[src/rtl/phase_timer.sv]
// -----------------------------------------------------------------------------
// phase_timer
//   Programmable phase-duration timer driven by the intersection state machine.
//   It holds three duration registers (BASE, EXT, YEL) and counts down the
//   selected one in whole seconds. A one-cycle 'expired' pulse marks the end
//   of each phase.
//
// Ports
//   clk            system clock; all logic is clocked on the rising edge
//   reset          synchronous reset, active low
//   startTimer     1-cycle pulse: load the selected duration and start counting
//   timeParameter  duration select: 00 BASE, 01 EXT, 10 YEL, 11 ZERO
//   reprogram      1-cycle pulse: write prog_val into prog_sel, then abort
//   prog_sel       register select: 00 BASE, 01 EXT, 10 YEL, 11 no write
//   prog_val       new duration in seconds (0 is ignored)
//   expired        registered 1-cycle pulse at the end of a countdown
//   time_left      seconds remaining in the current phase (0 when idle)
//   running        high while a countdown is active
// -----------------------------------------------------------------------------
module phase_timer #(
  parameter int TICK_DIV = 50_000_000,
  parameter int VAL_W    = 4,
  parameter int BASE_DEF = 6,
  parameter int EXT_DEF  = 3,
  parameter int YEL_DEF  = 2
) (
  input  logic             clk,
  input  logic             reset,
  input  logic             startTimer,
  input  logic [1:0]       timeParameter,
  input  logic             reprogram,
  input  logic [1:0]       prog_sel,
  input  logic [VAL_W-1:0] prog_val,
  output logic             expired,
  output logic [VAL_W-1:0] time_left,
  output logic             running
);

  localparam int DIV_W = (TICK_DIV > 2) ? $clog2(TICK_DIV) : 1;
  localparam logic [DIV_W-1:0] TICK_LAST = DIV_W'(TICK_DIV - 1);

  localparam logic [1:0] SEL_BASE = 2'b00;
  localparam logic [1:0] SEL_EXT  = 2'b01;
  localparam logic [1:0] SEL_YEL  = 2'b10;

  typedef enum logic {
    IDLE = 1'b0,
    RUN  = 1'b1
  } state_t;

  state_t           state, state_n;
  logic [DIV_W-1:0] div, div_n;
  logic [VAL_W-1:0] base_q, base_n;
  logic [VAL_W-1:0] ext_q, ext_n;
  logic [VAL_W-1:0] yel_q, yel_n;
  logic [VAL_W-1:0] time_left_n;
  logic             expired_n;
  logic [VAL_W-1:0] sel_val;

  // Duration chosen by timeParameter. The mux reads the registers as they
  // stand before this edge, so a same-edge write can never leak into a load.
  always_comb begin
    sel_val = '0;
    unique case (timeParameter)
      SEL_BASE: sel_val = base_q;
      SEL_EXT:  sel_val = ext_q;
      SEL_YEL:  sel_val = yel_q;
      default:  sel_val = '0;
    endcase
  end

  // Next-state logic. Priority: reprogram > startTimer > countdown
  // (reset is handled in the register process and beats all of them).
  always_comb begin
    // NOTE: every signal written here gets a default first, so no path can
    // leave a value unassigned and infer a latch.
    state_n     = state;
    div_n       = div;
    time_left_n = time_left;
    expired_n   = 1'b0;
    base_n      = base_q;
    ext_n       = ext_q;
    yel_n       = yel_q;

    if (reprogram) begin
      // A zero duration would make a phase indistinguishable from ZERO, so
      // it is refused and the register keeps its old value.
      if (prog_val != '0) begin
        unique case (prog_sel)
          SEL_BASE: base_n = prog_val;
          SEL_EXT:  ext_n  = prog_val;
          SEL_YEL:  yel_n  = prog_val;
          default:  ;
        endcase
      end
      // Reprogramming always abandons the current phase without an expiry;
      // a startTimer arriving in the same cycle is dropped.
      state_n     = IDLE;
      time_left_n = '0;
      div_n       = '0;
    end else if (startTimer) begin
      // Loading from any state restarts the phase; a pending expiry from
      // the previous phase is simply lost.
      state_n     = RUN;
      time_left_n = sel_val;
      div_n       = '0;
    end else if (state == RUN) begin
      if (time_left == '0) begin
        // ZERO select: expire on the very next edge.
        expired_n = 1'b1;
        state_n   = IDLE;
        div_n     = '0;
      end else if (div == TICK_LAST) begin
        div_n = '0;
        if (time_left == VAL_W'(1)) begin
          expired_n   = 1'b1;
          time_left_n = '0;
          state_n     = IDLE;
        end else begin
          time_left_n = time_left - VAL_W'(1);
        end
      end else begin
        div_n = div + DIV_W'(1);
      end
    end
  end

  // State register. Reset is synchronous and active low.
  always_ff @(posedge clk) begin
    // NOTE: sequential state uses non-blocking assignments so every flop
    // samples the pre-edge values, independent of statement order.
    if (!reset) begin
      state     <= IDLE;
      div       <= '0;
      time_left <= '0;
      expired   <= 1'b0;
      base_q    <= VAL_W'(BASE_DEF);
      ext_q     <= VAL_W'(EXT_DEF);
      yel_q     <= VAL_W'(YEL_DEF);
    end else begin
      state     <= state_n;
      div       <= div_n;
      time_left <= time_left_n;
      expired   <= expired_n;
      base_q    <= base_n;
      ext_q     <= ext_n;
      yel_q     <= yel_n;
    end
  end

  assign running = (state == RUN);

endmodule

[config.mk]
export PLATFORM = sky130hd
export DESIGN_NAME = phase_timer
export DESIGN_NICKNAME = d
export VERILOG_FILES = /design/src/rtl/phase_timer.sv
export SDC_FILE = /design/constraint.sdc
export NUM_CORES = 1
export LEC_CHECK = 0
export CORE_MARGIN = 2
export CORE_UTILIZATION = 55
export CTS_BUF_LIST = sky130_fd_sc_hd__clkbuf_16
export DETAILED_ROUTE_END_ITERATION = 6
export PLACE_DENSITY = 0.84
export SYNTH_ARGS = -nofsm -noshare
export SYNTH_HDL_FRONTEND = slang
export SYNTH_SLANG_ARGS = --single-unit
[constraint.sdc]
create_clock -name clk -period 3.9 [get_ports clk]
set_input_delay 0.78 -clock clk [delete_from_list [all_inputs] [get_ports clk]]
set_output_delay 0.78 -clock clk [all_outputs]
set_load 0.1 [all_outputs]
==> results of run 1 <==
## worst register-to-register path: stages, from the launching register on
cell	delay [ns]
dfxtp_1	0.45
nand4_2	0.25
or4_1	0.66
or4_1	0.49
or3_1	0.34
nand3_1	0.08
## power by group through the flow
stage | clock network, W | registers [W] | logic [W]
3_5_place_dp | 0 | 0.000471 | 0.0000735
2_1_floorplan | 0 | 0.000482 | 0.0000352
4_1_cts | 0.000389 | 0.000461 | 0.0000743
5_1_grt | 0.000411 | 0.000462 | 0.0000804
3_3_place_gp | 0 | 0.000470 | 0.0000719
6_report | 0.000386 | 0.000461 | 0.0000747
## kinds of logic (layout without fill, tap and decap cells)
family	after synthesis	after routing
buf+inv	14	33
simple gates	112	112
fa+ha+maj	4	4
compound gates	66	66
mux	18	18
flops	44	44
xor+xnor	6	6
## cell usage in the layout, fill, tap and decap left out, drive strengths merged, types with 4 or more instances in the layout
master,count
dfxtp,44
nand2,25
a21oi,18
mux2i,18
nand3,18
clkdlybuf4s50,17
a31oi,16
nor2,13
o21ai,12
nor3,10
nor2b,10
nand4,8
inv,7
nand2b,5
clkbuf,5
or4,5
nor4,5
a21o,4
ha,4
## state kept, by name (all words and copies together), names as in the netlist
| name | count |
|---|---|
| base_q | 4 |
| yel_q | 4 |
| time_left | 4 |
| expired | 1 |
| running | 1 |
| ext_q | 4 |
| div | 26 |
## stage by stage
step           hold slack (ns)  std cells  setup slack (ns)
2_1_floorplan            0.441        264              1.21
3_3_place_gp             0.454        326             0.828
3_5_place_dp             0.464        326             0.721
4_1_cts                  0.482        333             0.999
5_1_grt                  0.502        333             0.831
6_report                 0.474        333             0.957
## layer usage
metal | track usage, % | part of all wire [%] | up-vias
li1 | - | - | 1023
met1 | 28.3 | 43 | 961
met2 | 40.5 | 48 | 92
met3 | 6.41 | 6.4 | 18
met4 | 10.8 | 2.5 | 0
met5 | 0 | 0 | -
## final cells by class
type,instances,area [µm²],area share (%)
multi-input cells,206,1330,50.9
flip-flops and latches,44,881,33.7
repair buffers,18,178,6.79
clock buffers,5,125,4.78
well taps,50,62.6,2.39
inverters,8,30.0,1.15
clock inverters,2,7.51,0.287
## path summary, 6_finish.rpt
check,startpoint,to,slack [ns],cells past startpoint
max reg2reg,div[3]$_SDFFE_PP0P_,div[25]$_SDFFE_PP0P_,1.56,5
max,reset,div[2]$_SDFFE_PP0P_,0.96,7
min reg2reg,base_q[2]$_SDFFE_PN1P_,base_q[2]$_SDFFE_PN1P_,0.47,2
min,base_q[2]$_SDFFE_PN1P_,base_q[2]$_SDFFE_PN1P_,0.47,2
==> impl_metrics.env, run 1 <==
export IMPL_most_frequent_cell_after_synthesis="dfxtp_1"
export IMPL_floorplan_io_pins=18
export IMPL_share_of_synthesized_area_spent_on_multiplexers_pct=7.95
export IMPL_grt_pass1_vias=1945
export IMPL_synth_async_reset_ratio_pct=0
export IMPL_total_leakage_power_nw=0.873
export IMPL_wl_um=5140
export IMPL_ctsRootBufferMaster="clkbuf_16"
export IMPL_number_of_distinct_library_cell_variants_in_the_gate_level_netlist_after_synthesis=47
export IMPL_fillers=340
export IMPL_number_of_design_rule_violations_left_by_the_first_detailed_router_iteration=166
export IMPL_die_height_um=68.2
export IMPL_endpoints_failing_setup=0
export IMPL_core_area_mm2=0.00397
export IMPL_stdcell_area_mm2=0.00262
export IMPL_post_synth_xor_area_fraction_pct=2.32
export IMPL_finalMaxSlewViolations=0
export IMPL_gp_congestion=0.924
export IMPL_share_of_synthesized_cell_area_in_full_adder_half_adder_and_majority_cells_pct=2.21
export IMPL_critPathRequiredTime_ns=4.10
export IMPL_path_clk_slew_ns=0.06
export IMPL_maximum_level_of_the_cts_h_tree=2
export IMPL_synthesis_area_mm2=0.00227
export IMPL_path_class="in2reg"
export IMPL_synthTopCellsByArea="dfxtp_1 39%, mux2i_1 7.9%, a31oi_1 4.4%"
export IMPL_initial_utilization_pct=57.1
export IMPL_count_of_clock_tree_sinks=44
export IMPL_power_frac_clock_pct=41.9
export IMPL_max_cap_violations=0
export IMPL_critical_path_arrival_ns=3.14
export IMPL_groute_usage_overall_pct=24.0
export IMPL_worst_clk_skew_ns=0.00711
export IMPL_final_layout_size_suffix_gt1_share_pct=4.95
export IMPL_finalSetupTns_ns=0
export IMPL_drt_pre_antenna_iters=5
export IMPL_dr_total_vias=2094
export IMPL_synth_top_area_cell="dfxtp_1"
export IMPL_synthTopCellsByCount="44 x dfxtp_1, 25 x nand2_1, 18 x a21oi_1, 18 x mux2i_1, 17 x nand3_1"
export IMPL_floorplan_die_area_mm2=0.00465
export IMPL_post_synth_top_area_share_pct=38.9
export IMPL_synth_yosys_seq_area_share_pct=38.9
export IMPL_clock_tree_from_tritoncts="built"
export IMPL_maximum_cell_stage_delay_along_the_critical_path_ns=0.71
export IMPL_post_route_min_period_ns=2.94
export IMPL_p_int_w=0.000715
export IMPL_area_growth_synth_to_final_pct=15.4
export IMPL_crit_fanout=26
export IMPL_cts_buffers=5
export IMPL_fin_nets=299
export IMPL_maximum_number_of_pins_on_one_net_before_global_route_repair=27
export IMPL_worstSetupEndpointType="flip-flop"
export IMPL_wire_length_of_the_first_global_routing_pass_um=8460
export IMPL_ir_worst_vdd_uv=227
export IMPL_initial_antenna_violation_count=0
export IMPL_crit_path_cell_trace="clkdlybuf4s50_1 > nor2b_1 > nand2_1 > a211oi_2 > buf_4 > or2b_1 > a31oi_1"
export IMPL_switchingPower_w=0.000207
export IMPL_postSynthCellCount=264
export IMPL_power_share_combinational_pct=8.1
export IMPL_max_slew_margin_rel_pct=34.1
export IMPL_timing_final_hold_violations=0
export IMPL_die_x_um=68.2
export IMPL_hp_class="reg2reg"
export IMPL_synth_simple_gate_area_share_pct=27.8
export IMPL_number_of_port_buffers=17
export IMPL_crit_path_top_delay_cell="clkdlybuf4s50_1"
export IMPL_timing_critical_path_buf_inv=2
export IMPL_power_total_w=0.000922
export IMPL_timing_final_crit_share_pct=75.5
export IMPL_detail_route_antenna_nets=0
export IMPL_pwr_share_seq_pct=50.0
export IMPL_critical_path_startpoint_type="primary input"
export IMPL_synth_warnings=0
export IMPL_post_cts_resize_count=0
export IMPL_via_per_inst=6.29
export IMPL_total_drc_errors_in_the_routed_layout=0
export IMPL_globalRoute_totalOverflow=0
export IMPL_worstMarginPinSlew_ns=0.986
export IMPL_clockBufferDepth=2
export IMPL_placedInstanceArea_mm2=0.00248
export IMPL_powerDensity_mw_per_mm2=352
export IMPL_cts_post_setup_buffers_inserted=0
export IMPL_outcome="completed"
export IMPL_synth_area_per_cell_um2=8.59
export IMPL_row_count=23
export IMPL_cts_hold_fix_buffers=0
export IMPL_fmax_mhz=340
export IMPL_avgRoutedWirePerCell_um=15.4
export IMPL_antenna_cells=0
export IMPL_crit_family="buffers and inverters"
export IMPL_compound_cell_area_share_of_the_yosys_netlist_pct=18.3
export IMPL_synth_seq_cells=44
export IMPL_most_used_flip_flop_cell_after_synthesis="dfxtp_1"
export IMPL_syn_num_nets=280
export IMPL_dp_hpwl_um=3640
export IMPL_synth_top_family_by_area="simple AND/OR/NAND/NOR gates"
export IMPL_clock_latency_ns=0.28
export IMPL_utilization_pct=65.9
export IMPL_rsz_0062_raised_after_global_routing="false"
export IMPL_power_switching_share_pct=22.4
export IMPL_edff_count_synth=0
Note: power is estimated with default switching activity, not from simulation.
==> inputs of run 2 (changes only) <==
Clock period 3.9 ns to 2.73 ns, I/O delays scaled along.
==> run 2 against run 1 <==
Global-route usage is 1.5 points higher. Final area is 2.5% higher. First-iteration DRC count is 5.4% lower. Critical path type is now reg2reg. Setup slack worse by 0.58 ns. Routed wire length is 0.86% higher. Total power is 46% higher. Via count is 0.57% lower. Largest cell class unchanged. Final cell count is 2.7% higher. Clock-buffer cell count stayed put. Clock power is 48% higher. Die area stayed put. Core utilization is 1.6 points higher.
==> impl_metrics.env, run 2 (same netlist as run 1, synthesis figures left out) <==
export IMPL_finalHoldWorstSlack_ns=0.480
export IMPL_worst_clk_skew_ns=0.00610
export IMPL_critical_path_startpoint_type="flip-flop"
export IMPL_dr_total_vias=2082
export IMPL_placed_cells=334
export IMPL_layout_cells_most_common="dfxtp_1"
export IMPL_groute_usage_overall_pct=25.5
export IMPL_dp_hpwl_um=3760
export IMPL_rsz_0062_raised_after_global_routing="false"
export IMPL_detail_route_antenna_nets=0
export IMPL_maximum_number_of_pins_on_one_net_before_global_route_repair=27
export IMPL_via_per_inst=6.09
export IMPL_critical_path_arrival_ns=2.58
export IMPL_max_slew_margin_rel_pct=47.7
export IMPL_worstSetupEndpointType="flip-flop"
export IMPL_fin_nets=307
export IMPL_count_of_clock_tree_sinks=44
export IMPL_powerDensity_mw_per_mm2=500
export IMPL_initial_antenna_violation_count=0
export IMPL_final_layout_size_suffix_gt1_share_pct=9.93
export IMPL_finalSetupTns_ns=0
export IMPL_worst_r2r_setup_slack_ns=0.38
export IMPL_hold_depth=1
export IMPL_avgRoutedWirePerCell_um=15.2
export IMPL_layout_cells_most_common_list="44 x dfxtp_1, 25 x nand2_1, 18 x a21oi_1, 18 x mux2i_1, 17 x nand3_1"
export IMPL_endpoints_failing_setup=0
export IMPL_worstMarginPinSlew_ns=0.782
export IMPL_floorplan_die_area_mm2=0.00465
export IMPL_wl_um=5190
export IMPL_post_route_min_period_ns=2.35
export IMPL_worstHoldEndpoint="div[19]$_SDFFE_PP0P_"
export IMPL_path_class="reg2reg"
export IMPL_gp_congestion=0.907
export IMPL_registers_top_by_ff_count="div"
export IMPL_post_cts_resize_count=0
export IMPL_fmax_mhz=425
export IMPL_timing_rr_start="div[4]$_SDFFE_PP0P_"
export IMPL_layoutNonFillerInstCount=342
export IMPL_number_of_port_buffers=17
export IMPL_crit_reg2reg_capture="div[25]$_SDFFE_PP0P_"
export IMPL_crit_fanout=7
export IMPL_antenna_cells=0
export IMPL_total_leakage_power_nw=0.931
export IMPL_crit_path_cell_trace="nand3_1 > or4_1 > or4_1 > or3_1 > nand3_1"
export IMPL_row_count=23
export IMPL_pre_cts_slack_ns=0.338
export IMPL_die_height_um=68.2
export IMPL_core_area_mm2=0.00397
export IMPL_wire_length_of_the_first_global_routing_pass_um=8890
export IMPL_power_total_w=0.00134
export IMPL_clockBufferDepth=2
export IMPL_cts_buffers=5
export IMPL_timing_final_hold_violations=0
export IMPL_critPathRequiredTime_ns=2.96
export IMPL_maximum_level_of_the_cts_h_tree=2
export IMPL_area_growth_synth_to_final_pct=18.3
export IMPL_ir_worst_vdd_uv=316
export IMPL_total_drc_errors_in_the_routed_layout=0
export IMPL_max_cap_violations=0
export IMPL_timing_final_crit_share_pct=86.2
export IMPL_maximum_cell_stage_delay_along_the_critical_path_ns=0.70
export IMPL_largest_register_ffs=26
export IMPL_path_clk_slew_ns=0.06
export IMPL_clock_tree_from_tritoncts="built"
export IMPL_holdCritStartpoint="div[19]$_SDFFE_PP0P_"
export IMPL_cts_hold_fix_buffers=0
export IMPL_number_of_design_rule_violations_left_by_the_first_detailed_router_iteration=157
export IMPL_finalMaxSlewViolations=0
export IMPL_floorplan_io_pins=18
export IMPL_die_x_um=68.2
export IMPL_outcome="completed"
export IMPL_cts_post_setup_buffers_inserted=0
export IMPL_ctsRootBufferMaster="clkbuf_16"
export IMPL_initial_utilization_pct=57.1
export IMPL_globalRoute_totalOverflow=0
export IMPL_clock_latency_ns=0.28
export IMPL_hp_class="reg2reg"
export IMPL_fin_ws_ns=0.376
export IMPL_drt_pre_antenna_iters=4
export IMPL_r2r_cells=5
export IMPL_grt_pass1_vias=1910
export IMPL_crit_path_top_delay_cell="or4_1"
run 2: cell type report:
cell class | count | area, µm²
clock buffers | 5 | 125
clock inverters | 3 | 15.0
fillers | 337 | 1290
inverters | 8 | 30.0
multi-input cells | 206 | 1330
flip-flops and latches | 44 | 881
well taps | 50 | 62.6
repair buffers | 26 | 235
run 2: routing by layer:
layer	track usage (%)	routed length, µm	vias to the layer above
li1	-	-	1041
met1	30.8	2270	982
met2	43.8	2580	50
met3	6.58	260	9
met4	8.25	74	0
met5	0	0	-
run 2: through the flow:
step	util [%]	area [µm²]
floorplan	-	2270
CTS	67.5	2680
global placement	64.0	2540
detailed placement	64.0	2540
global route	67.5	2680
finish	67.5	2680
run 2: worst max-delay path by stage:
stage	slack, ns	startpoint	cells past startpoint	to
6_report	0.38	div[4]$_SDFFE_PP0P_	5	div[25]$_SDFFE_PP0P_
5_1_grt	0.25	div[16]$_SDFFE_PP0P_	5	time_left[3]$_SDFFE_PP0P_
4_1_cts	0.39	div[16]$_SDFFE_PP0P_	5	time_left[3]$_SDFFE_PP0P_
3_5_place_dp	0.34	prog_val[2]	5	yel_q[2]$_SDFFE_PN0P_
3_3_place_gp	0.42	reset	7	div[14]$_SDFFE_PP0P_
2_1_floorplan	0.04	time_left[0]$_SDFFE_PP0P_	7	div[13]$_SDFFE_PP0P_
run 2: power by group:
group          internal [W]  total [W]  switching [W]
Combinational     0.0000460   0.000111      0.0000651
Sequential         0.000651   0.000658     0.00000706
Clock              0.000332   0.000571       0.000239
run 2: worst max-delay path: cells and delay by family (launching register included):
kind	cells	cell delay [ns]
and+or+nand+nor	5	1.85
DFF	1	0.44
